**src/rtl/mcpu5_run_ctrl.sv**
```systemverilog
// Output FIFO: registered push/pop, head is visible combinationally one edge after push.
// Push when full without a pop is dropped and flagged on drop_o; clr_i flushes the pointers.
module mcpu5_out_fifo #(
    parameter int W     = 8,
    parameter int DEPTH = 4
) (
    input  logic         clk,
    input  logic         reset_n,
    input  logic         clr_i,
    input  logic         push_vld_i,
    input  logic [W-1:0] push_dat_i,
    input  logic         pop_rdy_i,
    output logic [W-1:0] head_dat_o,
    output logic         head_vld_o,
    output logic         drop_o
);
    localparam int AW = (DEPTH > 1) ? $clog2(DEPTH) : 1;

    logic [W-1:0] mem_q [DEPTH];
    logic [AW:0]  wr_q, rd_q;
    logic         empty, full, pop_ok, push_ok;

    assign empty   = (wr_q == rd_q);
    assign full    = (wr_q[AW] != rd_q[AW]) && (wr_q[AW-1:0] == rd_q[AW-1:0]);
    assign pop_ok  = pop_rdy_i && !empty;
    // A pop in the same cycle frees the slot, so a full FIFO can still accept.
    assign push_ok = push_vld_i && (!full || pop_ok);
    assign drop_o  = push_vld_i && full && !pop_ok;

    assign head_dat_o = mem_q[rd_q[AW-1:0]];
    assign head_vld_o = !empty;

    always_ff @(posedge clk or negedge reset_n) begin
        if (!reset_n) begin
            wr_q <= '0;
            rd_q <= '0;
            for (int i = 0; i < DEPTH; i++) mem_q[i] <= '0;
        end else if (clr_i) begin
            wr_q <= '0;
            rd_q <= '0;
        end else begin
            if (push_ok) begin
                mem_q[wr_q[AW-1:0]] <= push_dat_i;
                wr_q                <= wr_q + 1'b1;
            end
            if (pop_ok) rd_q <= rd_q + 1'b1;
        end
    end
endmodule

// Run controller for MCPU5plus: program store, reset/run/stop sequencing, OUT capture FIFO.
// Instruction fetch has one clock of latency; OUT values are dropped (overflow) when the FIFO is full.
module mcpu5_run_ctrl #(
    parameter int       ADDR_W     = 8,
    parameter int       CYC_W      = 16,
    parameter int       MAX_CYCLES = 10000,
    parameter int       RST_CYCLES = 2,
    parameter bit [5:0] RST_INST   = 6'b111001,
    parameter bit [5:0] OUT_OPCODE = 6'b111011,
    parameter int       FIFO_DEPTH = 4
) (
    input  logic              clk,
    input  logic              reset_n,
    input  logic              start,
    input  logic              stop,
    input  logic              load_we,
    input  logic [ADDR_W-1:0] load_addr,
    input  logic [5:0]        load_data,
    input  logic [7:0]        cpu_out,
    output logic [5:0]        cpu_inst,
    output logic              cpu_reset,
    output logic [7:0]        out_data,
    output logic              out_valid,
    input  logic              out_ready,
    output logic              busy,
    output logic              done,
    output logic              timeout,
    output logic              overflow,
    output logic [CYC_W-1:0]  cycle_count
);
    localparam int RC_W = (RST_CYCLES > 1) ? $clog2(RST_CYCLES) : 1;

    typedef enum logic [1:0] {S_IDLE, S_RESET, S_RUN, S_DONE} state_t;

    state_t            state_q, state_d;
    logic [RC_W-1:0]   rst_cnt_q, rst_cnt_d;
    logic [CYC_W-1:0]  cyc_q, cyc_d;
    logic              timeout_q, timeout_d;
    logic              overflow_q, overflow_d;
    logic [5:0]        cpu_inst_q, cpu_inst_d;
    logic              cpu_reset_q, busy_q, done_q;
    logic              fifo_clr, out_push, fifo_drop, idle_or_done;
    logic [5:0]        prog_mem [2**ADDR_W];
    logic [5:0]        fetch_dat;

    assign idle_or_done = (state_q == S_IDLE) || (state_q == S_DONE);
    assign fetch_dat    = prog_mem[cpu_out[ADDR_W-1:0]];
    assign out_push     = (state_q == S_RUN) && (cpu_inst_q == OUT_OPCODE);

    always_comb begin
        state_d   = state_q;
        rst_cnt_d = rst_cnt_q;
        cyc_d     = cyc_q;
        timeout_d = timeout_q;
        fifo_clr  = 1'b0;
        case (state_q)
            S_IDLE, S_DONE: begin
                if (start) begin
                    state_d   = S_RESET;
                    rst_cnt_d = '0;
                    cyc_d     = '0;
                    timeout_d = 1'b0;
                    fifo_clr  = 1'b1;
                end
            end
            S_RESET: begin
                if (rst_cnt_q == RC_W'(RST_CYCLES - 1)) state_d = S_RUN;
                else                                    rst_cnt_d = rst_cnt_q + 1'b1;
            end
            S_RUN: begin
                cyc_d = cyc_q + CYC_W'(1);
                // The cycle limit wins over a simultaneous stop so the timeout is never hidden.
                if (cyc_d == CYC_W'(MAX_CYCLES)) begin
                    state_d   = S_DONE;
                    timeout_d = 1'b1;
                end else if (stop) begin
                    state_d = S_DONE;
                end
            end
            default: state_d = S_IDLE;
        endcase
        overflow_d = fifo_clr ? 1'b0 : (overflow_q | fifo_drop);
        cpu_inst_d = (state_d == S_RUN) ? fetch_dat : RST_INST;
    end

    always_ff @(posedge clk or negedge reset_n) begin
        if (!reset_n) begin
            state_q     <= S_IDLE;
            rst_cnt_q   <= '0;
            cyc_q       <= '0;
            timeout_q   <= 1'b0;
            overflow_q  <= 1'b0;
            cpu_inst_q  <= RST_INST;
            cpu_reset_q <= 1'b1;
            busy_q      <= 1'b0;
            done_q      <= 1'b0;
        end else begin
            state_q     <= state_d;
            rst_cnt_q   <= rst_cnt_d;
            cyc_q       <= cyc_d;
            timeout_q   <= timeout_d;
            overflow_q  <= overflow_d;
            cpu_inst_q  <= cpu_inst_d;
            cpu_reset_q <= (state_d != S_RUN);
            busy_q      <= (state_d == S_RESET) || (state_d == S_RUN);
            done_q      <= (state_d == S_DONE);
        end
    end

    // Program store survives reset; the host may only write while the core is parked.
    always_ff @(posedge clk) begin
        if (load_we && idle_or_done) prog_mem[load_addr] <= load_data;
    end

    mcpu5_out_fifo #(
        .W     (8),
        .DEPTH (FIFO_DEPTH)
    ) u_out_fifo (
        .clk        (clk),
        .reset_n    (reset_n),
        .clr_i      (fifo_clr),
        .push_vld_i (out_push),
        .push_dat_i (cpu_out),
        .pop_rdy_i  (out_ready),
        .head_dat_o (out_data),
        .head_vld_o (out_valid),
        .drop_o     (fifo_drop)
    );

    assign cpu_inst    = cpu_inst_q;
    assign cpu_reset   = cpu_reset_q;
    assign busy        = busy_q;
    assign done        = done_q;
    assign timeout     = timeout_q;
    assign overflow    = overflow_q;
    assign cycle_count = cyc_q;
endmodule

```
**config.mk**
```make
export PLATFORM = sky130hd
export DESIGN_NAME = mcpu5_run_ctrl
export DESIGN_NICKNAME = d
export VERILOG_FILES = /design/src/rtl/mcpu5_run_ctrl.sv
export SDC_FILE = /design/constraint.sdc
export NUM_CORES = 2
export LEC_CHECK = 0
export CELL_PAD_IN_SITES_DETAIL_PLACEMENT = 0
export CELL_PAD_IN_SITES_GLOBAL_PLACEMENT = 2
export CORE_MARGIN = 8
export CORE_UTILIZATION = 25
export DETAILED_ROUTE_END_ITERATION = 6
export PLACE_DENSITY_LB_ADDON = 0.1
export RECOVER_POWER = 100
export SLEW_MARGIN = 15
export SYNTH_ARGS = -nofsm -noshare
export SYNTH_HDL_FRONTEND = slang
export SYNTH_SLANG_ARGS = --single-unit
```
**constraint.sdc**
```tcl
create_clock -name clk -period 3.95 [get_ports clk]
set_input_delay 0.9875 -clock clk [delete_from_list [all_inputs] [get_ports clk]]
set_output_delay 0.9875 -clock clk [all_outputs]
set_load 0.01 [all_outputs]
```
# After elaboration in Yosys (flattened, before gate mapping)
# Memory sizes are Yosys's and may differ from the RTL's.
# Index checks and enable logic that the tools add are counted.
# totals
mem_bits_rw,1536
ff_bits,68
out_inout_bits,36
memories,1
input_bits,28
wordCells,93
# mem_list
name,depth,word_bits,read_ports,rd_ports_with_merged_regs,write_ports,line_no,source
prog_mem,256,6,1,0,1,93,logic [5:0] prog_mem [2**ADDR_W];
# op_classes
n_reduce_logical,24
muxes,28
bitwise_logic,4
eq_ne,14
n_lt_le_gt_ge,3
n_addsub,4
# op_table
operator,n
$bwmux W32,1
$pmux W16 S2,1
$mux W8,3
$add A16 B1 Y16 const B,1
$bmux W8 S2,1
$demux W8 S2,1
$eq A16 B14 Y1 const B,1
$mux W16,1
$mux W3,4
$eq A2 B2 Y1 const B,4
$logic_and A1 B1 Y1,8
$mux W1,8
$mux W2,4
$reduce_bool A2 Y1,4
$add A3 B1 Y3 const B,2
$eq A6 B6 Y1 const B,1
$ge A3 B3 Y1 const B,2
$mux W6,1
$not A2 Y3,2
$pmux W2 S3,1
$reduce_and A2 Y1,3
$eq A2 B1 Y1 const B,2
$ne A2 B2 Y1 const B,2
$pmux W1 S2,2
13 further kinds,17

# Longest topological paths before layout
# depth
ltp_word,7
ltp_mapped,13
ltp_nobuf,13

# Modules after synthesis
# Synthesis repeated with hierarchy kept, for this count alone.
# hier_totals
hier_cells,3175
area_unflattened_um2,63183.1
# by_module_without_submodules
mod,seq_area_each_um2,instances,cells_each,area_each_um2
mcpu5_run_ctrl,46881.2,1,3047,61136.1
mcpu5_out_fifo,950.9,1,128,2047.0

# Least setup slack after synthesis
# No wires, ideal clock.
# synth_timing
kind,reg2reg
startpoint,register cyc_q[0] (netlist: cycle_count[0])
endpoint,register cpu_inst_q[0] (netlist: cpu_inst[0])
t_required_ps,3872
path_stages_with_launch,13
synth_period_minus_slack_ps,3042
n_path_buf,0
setup_ps,78
arrival_time_ps,2964
path_slack_ps,908
path_cell_list,dfrtp_1 > ha_1 > nand4_1 > nor4_1 > o22ai_1 > and4b_1 > nor3_1 > a21o_1 > ha_1 > inv_1 > nor3_1 > nand2_1 > and3_1
# synth_via
elab_chain_cells,6
# synth_rtl
element,line_no,source
start: declaration,87,"logic [CYC_W-1:0] cyc_q, cyc_d;"
start signal: assignment,150,cyc_q <= cyc_d;
$add A16 B1 Y16,121,cyc_d = cyc_q + CYC_W'(1);
$eq A16 B14 Y1,123,if (cyc_d == CYC_W'(MAX_CYCLES)) begin
$mux W2,123,
$pmux W2 S3,106,case (state_q)
$eq A2 B2 Y1,133,cpu_inst_d = (state_d == S_RUN) ? fetch_dat : RST_INST;
$mux W6,133,
via cpu_inst_d[0],90,"logic [5:0] cpu_inst_q, cpu_inst_d;"
end signal: assignment,153,cpu_inst_q <= cpu_inst_d;
end: declaration,90,
# The timed path passes the listed nets, and every way through them passes these cells.
# A chain may end at the register's enable or synchronous reset.

# Final worst setup path
# layout_timing
startpoint,input port load_addr[3]
endpoint,"memory prog_mem[34][3], enable pin"
# layout_lines
element,line_no,source
start: declaration,67,"input logic [ADDR_W-1:0] load_addr,"
end: declaration,93,
# No word-level cell before the write port.

==> metrics.txt <==
first-pass GRT wire length=290 mm; Pre-antenna DRT Iters=5; Worst Hold Class=reg2reg; post-layout min period=3.82 ns; sequential share of power=48.1%; Avg Cell Area, Syn=19.8 sq um; Worst Setup Start Kind=input port; fin crit share=96.7%; via count=33536; final net count=3821; critical path type=in2reg; EDFF count, synth=1536; Arr. time, crit path=4.30 ns; core area=0.251 sq mm; Non-Filler Instances=7287; syn_nets=3219; dpl hpwl=142 mm; GRT met1 Usage=20.9%; Pwr Total=39500 uW; Initial Utilization=25.1%; Max Slew Vio Count=650; DRT Wirelength=208 mm; crit end category=flip-flop; maxcap violations=9; DRC viols=0; CTS clk-pin slew, worst paths=0.06 ns; Via-to-Cell Ratio=4.60; failing checks=max-capacitance violations, max-slew violations; met3 Use GR=2.21%; row count=184; Port Buffers=63; layout cells sized above 1=24.2%; WHS=0.473 ns; # setup viols final=0; Synth Register Bits=1604; Top Ports=64; clk_lat worst skew=0.83 ns; Filler cells=24564; internal power=30300 uW; Post-CTS Setup Inserts=0; largest net degree at the start of global routing=118; Placed Cells=6943; Root Driver=clkbuf_16; number of DRC markers in iteration 0=2614; Tot GR Track Use=15.1%; Async S/R FF share, synth=4.24%; RSZ-0062 raised after global routing=no; P per Cell Area=517 mW/mm^2; grt met2 use=24.9%; ANT nets after route=0; synthesized area=0.0630 sq mm; Synth Flop Type=edfxtp_1; Hold Vio Cnt, Final=0; Yosys cell types=61; warnings from Yosys=0; Syn Inst Count=3179; CTS Sinks=1604; Net Sw Power=9190 uW; htree depth=4; fin util=30.4%; maximum vdd drop=0.000337 V; Net Sw Frac=23.3%; vias in the first global route=35726; initial antenna violation count=13; total grt overflow=0; Leak=0.0240 uW; worst slew pin tran=2.82 ns; Die Area=0.268 sq mm; WL/cell=28.5 microns; register area share after synthesis=75.9%; Combinational Power Share=7.7%; Max-slew headroom=-88.1%; CTS tree=yes; clock skew=0.0342 ns; Die X-Extent=518 microns; status=finished with violations; area growth from synthesis to layout=21.2%; clock share of power=44.2%; DIE HEIGHT=518 microns; CTS Buf Count=184; clk buf depth=3; Setup TNS=0 ns; busiest grt layer=met2; Highest Clock Rate=262 MHz; Placer Congestion=0.772; CP Max Fanout=9; WP data required=4.43 ns
[cell families after synthesis]
family          Yosys count  share of synthesized area [%]
compound gates          333                           3.57
xor+xnor                 10                          0.139
fa+ha+maj                12                          0.238
buf+inv                 208                           1.67
flops                  1604                           75.9
mux                     476                           14.7
simple gates            536                           3.79
[per-layer routing]
metal	share of wire (%)	wire length [microns]
met2	48	99700
met5	0	0
met4	2.8	5910
met1	45	94300
met3	3.8	7960
[placed cells by master (no fill, tap or decap), drive strengths merged, types with 7 or more instances in the layout]
cell and count:
and3 8, bufinv 27, a221oi 26, a22oi 106
mux2i 90, or3 7, nand2b 7, nor2 289
edfxtp 1536, o22ai 25, nor2b 15, o211ai 8
clkdlybuf4s50 16, nand3 46, mux2 30, a21oi 56
buf 238, dlygate4sd3 34, a31oi 10, and2 9
nand4 20, clkinvlp 16, nor3 28, inv 23
nand2 85, dfrtp 63, nor4 8, clkinv 77
o221ai 8, ha 12, mux4 356, clkbuf 533
a22o 13, o21ai 57
[metrics by stage]
stage / instance area [sq um] / setup WS [ns]
6_report: 76400 / 0.131
5_1_grt: 76400 / 0.0208
4_1_cts: 77800 / 0.00535
3_5_place_dp: 71600 / -0.137
3_3_place_gp: 71600 / -0.171
2_1_floorplan: 63000 / 0.908
[power groups by stage]
stage / sequential (uW) / combinational (uW) / clock [uW]
floorplan: 19200 / 1460 / 0
global placement: 19300 / 3220 / 0
detailed placement: 19300 / 3240 / 0
CTS: 19000 / 3250 / 18000
global route: 19000 / 3290 / 18600
finish: 19000 / 3050 / 17400
[cell usage after synthesis, types with 3 or more instances]
library cell	instances	share of area, %
and3_1	8	0.079
clkbuf_1	92	0.55
mux2_2	29	0.52
nand2_1	85	0.51
o21a_1	3	0.036
o22ai_1	25	0.25
buf_2	55	0.44
and2_1	8	0.079
o21ai_0	53	0.42
buf_4	28	0.33
nand3_1	46	0.37
a21oi_1	56	0.44
and4_1	4	0.056
mux2i_1	90	1.4
nor2_1	289	1.7
nor4_1	6	0.060
or3_1	7	0.069
o21ai_1	4	0.032
a22o_1	13	0.18
buf_6	13	0.23
inv_1	12	0.071
nand2b_1	7	0.069
dfstp_2	5	0.21
o211ai_1	8	0.095
nor3_1	28	0.22
a221oi_1	26	0.36
o221ai_1	8	0.11
ha_1	12	0.24
a22oi_1	106	1.3
edfxtp_1	1536	73
or2_2	3	0.030
nor2b_1	15	0.15
mux4_2	356	13
o32ai_1	6	0.083
buf_1	7	0.042
o2111ai_1	4	0.056
a31oi_1	10	0.099
dfrtp_1	63	2.5
xor2_1	4	0.056
nand4_1	19	0.19
xnor2_1	6	0.083
[sequential cells by signal (all words and copies together), names as in the netlist]
signal,cells
u_out_fifo.rd_q,3
busy,1
timeout,1
prog_mem,1536
u_out_fifo.mem_q,32
state_q,2
cpu_inst,6
rst_cnt_q,1
overflow,1
done,1
cycle_count,16
cpu_reset,1
u_out_fifo.wr_q,3
[cell type report]
class / count / area [sq um] / area share [%]
diodes: 3 / 7.51 / 0.00983
clock buffers: 211 / 4730 / 6.19
clock inverters: 130 / 1490 / 1.95
inverters: 13 / 48.8 / 0.0639
multi-input cells: 1367 / 14200 / 18.5
flip-flops and latches: 1604 / 47800 / 62.6
well taps: 3348 / 4190 / 5.48
repair buffers: 611 / 3950 / 5.17
[worst paths after layout]
kind	startpoint	endpoint	slack [ns]	cells past startpoint
min in group asynchronous	reset_n	busy	0.70	1
worst max register to register	cycle_count[0]	cpu_inst[0]	0.20	14
worst max-delay path	load_addr[3]	prog_mem[34][3]	0.13	8
worst min-delay path	u_out_fifo.mem_q[0]	u_out_fifo.mem_q[0]	0.47	2
worst min register to register	u_out_fifo.mem_q[0]	u_out_fifo.mem_q[0]	0.47	2
max in group asynchronous	reset_n	u_out_fifo.rd_q[0]	1.96	1
[repair_timing]
item | in CTS | in global routing
hold buffers | 0 | 0
endpoints found under the setup margin | 0 | 5
resized for setup | 0 | 1
[critical path, cell delays in order]
cell and delay [ns]:
dlygate4sd3_1 0.83, clkbuf_1 0.31, nor2_1 0.11, clkbuf_1 0.28, nand3_1 0.20, dlymetal6s2s_1 1.09
nor2_1 0.12, clkbuf_1 0.34
Power figures use the tool's default switching activity.
